<file path="src/rtl/wave_pkg.sv">
// wave_pkg: shared types and constants for the waveform select/decimate path
package wave_pkg;
    typedef enum logic {ST_RUN, ST_PENDING} sw_state_t;
    localparam int DEF_WIDTH = 12;
    localparam int DEF_N_CH = 4;
    localparam logic [7:0] DROP_MAX = 8'hFF;
endpackage

</file>
<file path="src/rtl/decim_strobe.sv">
// decim_strobe: programmable decimation strobe, one tick every decim+1 unfrozen cycles
module decim_strobe #(
    parameter int DECIM_W = 16
) (
    input  logic               clk,
    input  logic               reset,
    input  logic [DECIM_W-1:0] i_decim,
    input  logic               i_freeze,
    output logic               o_tick
);
    logic [DECIM_W-1:0] r_cnt;
    assign o_tick = (r_cnt == '0) && !i_freeze;
    // reload on tick, count down otherwise, hold while frozen
    always_ff @(posedge clk) begin
        if (reset) r_cnt <= '0;
        else if (!i_freeze) r_cnt <= (r_cnt == '0) ? i_decim : r_cnt - 1'b1;
    end
endmodule

</file>
<file path="src/rtl/wave_select_decimator.sv">
// wave_select_decimator: glitch-free channel select, decimation and valid/ready output
module wave_select_decimator
    import wave_pkg::*;
#(
    parameter int WIDTH = DEF_WIDTH,
    parameter int N_CH = DEF_N_CH,
    parameter int SEL_W = $clog2(N_CH),
    parameter int DECIM_W = 16,
    parameter bit SYNC_SWITCH = 1'b1
) (
    input  logic                  clk,
    input  logic                  reset,
    input  logic [N_CH*WIDTH-1:0] ch_data,
    input  logic [SEL_W-1:0]      select,
    input  logic                  sel_load,
    input  logic                  sync_pulse,
    input  logic [DECIM_W-1:0]    decim,
    input  logic                  freeze,
    output logic [WIDTH-1:0]      out_sample,
    output logic                  out_valid,
    input  logic                  out_ready,
    output logic [SEL_W-1:0]      active_sel,
    output logic                  switch_pending,
    output logic [7:0]            drop_count
);
    sw_state_t        r_state, w_state_nxt;
    logic [SEL_W-1:0] r_active_sel, r_pending_sel, w_active_nxt, w_pending_nxt;
    logic [WIDTH-1:0] r_sample_q, r_out_sample;
    logic             r_out_valid;
    logic [7:0]       r_drop;
    logic             w_tick, w_sel_ok, w_sel_new;

    assign w_sel_ok  = sel_load && (32'(select) < 32'(N_CH));
    assign w_sel_new = w_sel_ok && (select != r_active_sel);

    decim_strobe #(.DECIM_W(DECIM_W)) u_strobe (
        .clk     (clk),
        .reset   (reset),
        .i_decim (decim),
        .i_freeze(freeze),
        .o_tick  (w_tick)
    );

    // switch FSM next state: defer to sync_pulse unless immediate switching is configured
    always_comb begin
        w_state_nxt   = r_state;
        w_active_nxt  = r_active_sel;
        w_pending_nxt = r_pending_sel;
        if (!SYNC_SWITCH) begin
            w_state_nxt  = ST_RUN;
            w_active_nxt = w_sel_ok ? select : r_active_sel;
        end else if (r_state == ST_RUN) begin
            if (w_sel_new && sync_pulse) w_active_nxt = select;
            else if (w_sel_new) begin
                w_pending_nxt = select;
                w_state_nxt   = ST_PENDING;
            end
        end else begin
            if (w_sel_ok && !w_sel_new) w_state_nxt = ST_RUN;
            else if (w_sel_new && sync_pulse) begin
                w_active_nxt = select;
                w_state_nxt  = ST_RUN;
            end else if (w_sel_new) w_pending_nxt = select;
            else if (sync_pulse) begin
                w_active_nxt = r_pending_sel;
                w_state_nxt  = ST_RUN;
            end
        end
    end

    // switch state and channel registers
    always_ff @(posedge clk) begin
        if (reset) begin
            r_state       <= ST_RUN;
            r_active_sel  <= '0;
            r_pending_sel <= '0;
        end else begin
            r_state       <= w_state_nxt;
            r_active_sel  <= w_active_nxt;
            r_pending_sel <= w_pending_nxt;
        end
    end

    // stage 1 capture, then tick-driven output register with saturating drop count
    always_ff @(posedge clk) begin
        if (reset) begin
            r_sample_q   <= '0;
            r_out_sample <= '0;
            r_out_valid  <= 1'b0;
            r_drop       <= '0;
        end else begin
            r_sample_q <= ch_data[int'(r_active_sel)*WIDTH +: WIDTH];
            if (w_tick) begin
                r_out_sample <= r_sample_q;
                r_out_valid  <= 1'b1;
                if (r_out_valid && !out_ready && r_drop != DROP_MAX) r_drop <= r_drop + 8'd1;
            end else if (r_out_valid && out_ready) r_out_valid <= 1'b0;
        end
    end

    assign out_sample     = r_out_sample;
    assign out_valid      = r_out_valid;
    assign active_sel     = r_active_sel;
    assign switch_pending = (r_state == ST_PENDING);
    assign drop_count     = r_drop;
endmodule
</file>
<file path="config.mk">
export PLATFORM = sky130hd
export DESIGN_NAME = wave_select_decimator
export DESIGN_NICKNAME = d
export VERILOG_FILES = /design/src/rtl/wave_pkg.sv /design/src/rtl/decim_strobe.sv /design/src/rtl/wave_select_decimator.sv
export SDC_FILE = /design/constraint.sdc
export NUM_CORES = 1
export LEC_CHECK = 0
export CORE_MARGIN = 2
export CORE_UTILIZATION = 60
export DETAILED_ROUTE_END_ITERATION = 16
export DONT_BUFFER_PORTS = 1
export PLACE_DENSITY_LB_ADDON = 0.05
export SYNTH_ARGS = -nofsm -noshare
export SYNTH_HDL_FRONTEND = slang
export SYNTH_SLANG_ARGS = --single-unit
</file>
<file path="constraint.sdc">
create_clock -name clk -period 3.45 [get_ports clk]
set_clock_uncertainty 0.05 [all_clocks]
set_input_delay 0.345 -clock clk [delete_from_list [all_inputs] [get_ports clk]]
set_output_delay 0.345 -clock clk [all_outputs]
set_load 0.01 [all_outputs]
</file>
==> impl_metrics.toml <==
[floorplanning]
die_h_um = 72.2
rows = 24
core_mm2 = 0.00441
chipWidth_um = 72.2
effective_utilization_at_floorplan = 0.632
die_area_mm2 = 0.00521
io_pins = 96

[sta]
post-route-worst-setup-slack_ns = 0.681
maxSlewHeadroom = 0.404
setup_viol = 0
timing.final.crit_share = 0.803
tightest_slew_ns = 0.893
timing_hold_violations_final = 0
timing_max_transition_violations_final = 0
max_clock_freq_mhz = 361
rsz0062_at_grt = "no"
post-route-min-period_ns = 2.77
setup_tns_ns = 0

[place]
port_buffers = 0
dp_hpwl_mm = 4.63
dp_worst_setup_slack_ns = 0.715
place.gp.congestion = 0.856

[min_path]
hp-class = "in -> reg"

[drt]
drc_viols = 0
wl_per_cell_um = 18.5
detail_route.vias_per_cell = 6.64
antenna_left = 0
routed-via-count = 2290
detail_route.wirelength_mm = 6.37
firstDrtPassIters = 4
detailedRoute.firstIterationViolations = 216

[grt]
grt_start_max_net_pins = 47
global_route.overflow_total = 0
number_of_antenna_violations_at_the_first_check_in_global_routing = 0
grt_pass1_vias = 2240
grt_pass1_wl_mm = 10.6
grt_util_all_layers = 0.261

[critical_path]
crit_slowest_cell = "or4_4"
worst_ep_required_time_ns = 3.61
end_kind = "flip-flop"
timing.critical_path.fanout_max = 29
worst-setup-path-type = "reg -> reg"
crit_path_cell_trace = "or4_1 > or4_4 > nor4_1 > mux2_2"
startpoint_type = "flip-flop"
critical-path-top-delay-family = "simple AND/OR/NAND/NOR gates"
critical-path-max-stage-delay_ns = 0.75
critPathBufInv = 0
worst_ep_arrival_time_ns = 2.93

[pwr]
power_switching_mw = 0.979
combPwrFrac = 0.440
share_of_total_power_in_sequential_cells = 0.371
static-leakage-power_nw = 1.02
p_int_mw = 1.35
swShare = 0.420
power.density_mw_per_mm2 = 803
vdd_ir_drop_max_mv = 0.430
clockPowerShare = 0.189

[status]
status = "complete, no violations"

[clock_tree]
cts_resized = 0
cts-buffers-inserted = 5
clk_root_buffer_cell = "clkbuf_8"
cts.repair_timing.setup_buffer_count = 0
cts-hold-fix-buffers = 0
tritoncts_clock_tree = "yes"
insertion_delay_ns = 0.31
clk_pin_slew_worst_paths_ns = 0.10
numClockSinks = 54
htree_levels = 2
clockBufferDepth = 2

[logic_synthesis]
postSynthNetCount = 379
synth_top_cells_by_area = "dfxtp_1 39%, mux4_2 9.7%, a21oi_1 3.9%, nand3_1 3.9%, mux2i_1 3.2%"
synth_top_area_share = 0.387
sequential_element_share_of_the_synthesized_area = 0.387
syn_avg_cell_area_um2 = 9.18
synthCells = 304
ys_warn_count = 0
synth_cell_area_mm2 = 0.00279
ys_ff_latch = 54
synth_area_leader_cell = "dfxtp_1"
synthDistinctLibCells = 45

[run]
max-cap-violations = 0

[cells_and_area]
share_of_cells_above_drive_strength_1 = 0.119
flow.area_growth_from_synthesis_pct = 4.13
num-fill-cells = 386
mostFrequentLayoutCells = "54 x dfxtp_1, 22 x nand3_1, 22 x a21oi_1"
final_common_cell = "dfxtp_1"
antenna_diode_instance_count = 0
finish.net_count = 367
## cell families after synthesis
family / share of synthesized area
AND/OR/NAND/NOR: 0.235
AO/OA/AOI/OAI: 0.162
flip-flops: 0.387
buffers and inverters: 0.0462
multiplexers: 0.149
adder cells (fa/ha/maj): 0.0135
XOR/XNOR: 0.00628
## cell usage after synthesis, drive strengths merged
cell     count
a211o        1
a211oi       3
a21bo        1
a21oi       22
a31oi        4
a41oi        1
and2        13
and3         2
and4         3
buf          4
clkbuf      17
dfxtp       54
ha           3
inv         11
mux2         5
mux2i        9
mux4        12
nand2        8
nand2b       3
nand3       22
nand3b       2
nand4        2
nand4b       2
nor2        19
nor2b        7
nor3         7
nor4        11
nor4b        2
o21a         2
o21ai       18
o221a        3
o22ai        3
o2bb2ai      1
o311ai       3
o31a         1
o31ai        3
o32ai        3
o41ai        2
or2          2
or3          3
or4          8
xnor2        2
## routing by layer
metal / vias up / global-route usage / wire length [µm]
met5: - / 0 / 0
met4: 0 / 0.0692 / 59
met3: 4 / 0.0778 / 517
met2: 97 / 0.414 / 3120
met1: 1067 / 0.351 / 2680
li1: 1122 / - / -
## path summary, 6_finish.rpt
kind | start | end | slack [ns] | cells after the start
max | u_strobe.r_cnt[2]$_SDFFE_PP0N_ | drop_count[7]$_SDFFE_PP0P_ | 0.68 | 4
max reg2reg | u_strobe.r_cnt[2]$_SDFFE_PP0N_ | drop_count[7]$_SDFFE_PP0P_ | 0.68 | 4
min reg2reg | r_sample_q[4]$_SDFF_PP0_ | out_sample[4]$_SDFFE_PP0P_ | 0.40 | 2
min | reset | u_strobe.r_cnt[0]$_SDFFE_PP0N_ | 0.04 | 1
## metrics by stage
| stage | hold slack (ns) | cell area [µm²] | total power [mW] | util | std cells |
|---|---|---|---|---|---|
| floorplan | 0.374 | 2790 | 1.69 | - | 304 |
| global placement | 0.368 | 2790 | 1.87 | 0.632 | 337 |
| detailed placement | 0.370 | 2790 | 1.89 | 0.632 | 337 |
| CTS | 0.0283 | 2910 | 2.33 | 0.658 | 345 |
| global route | 0.0118 | 2910 | 2.51 | 0.658 | 345 |
| finish | 0.0381 | 2910 | 2.33 | 0.658 | 345 |
## state kept, by name, summed over array words and instances (netlist names)
| name | cells |
|---|---|
| u_strobe.r_cnt | 16 |
| out_sample | 12 |
| r_sample_q | 12 |
| drop_count | 8 |
| active_sel | 2 |
| r_pending_sel | 2 |
| out_valid | 1 |
| switch_pending | 1 |
## power groups by stage
stage | registers (mW) | clock network (mW) | logic [mW]
after floorplan | 0.837 | 0 | 0.857
after global placement | 0.873 | 0 | 0.998
after detailed placement | 0.877 | 0 | 1.01
after CTS | 0.863 | 0.450 | 1.02
after global routing | 0.886 | 0.484 | 1.14
final | 0.866 | 0.441 | 1.03
## layout make-up
type / instances / area, µm² / share of cell area
Multi-Input combinational cell: 218 / 1590 / 0.546
Sequential cell: 54 / 1080 / 0.372
Clock buffer: 5 / 68.8 / 0.0237
Tap cell: 52 / 65.1 / 0.0224
Clock inverter: 3 / 47.5 / 0.0164
Inverter: 11 / 41.3 / 0.0142
Timing Repair Buffer: 2 / 15.0 / 0.00517
No activity file was read; power rests on OpenSTA's default activity.
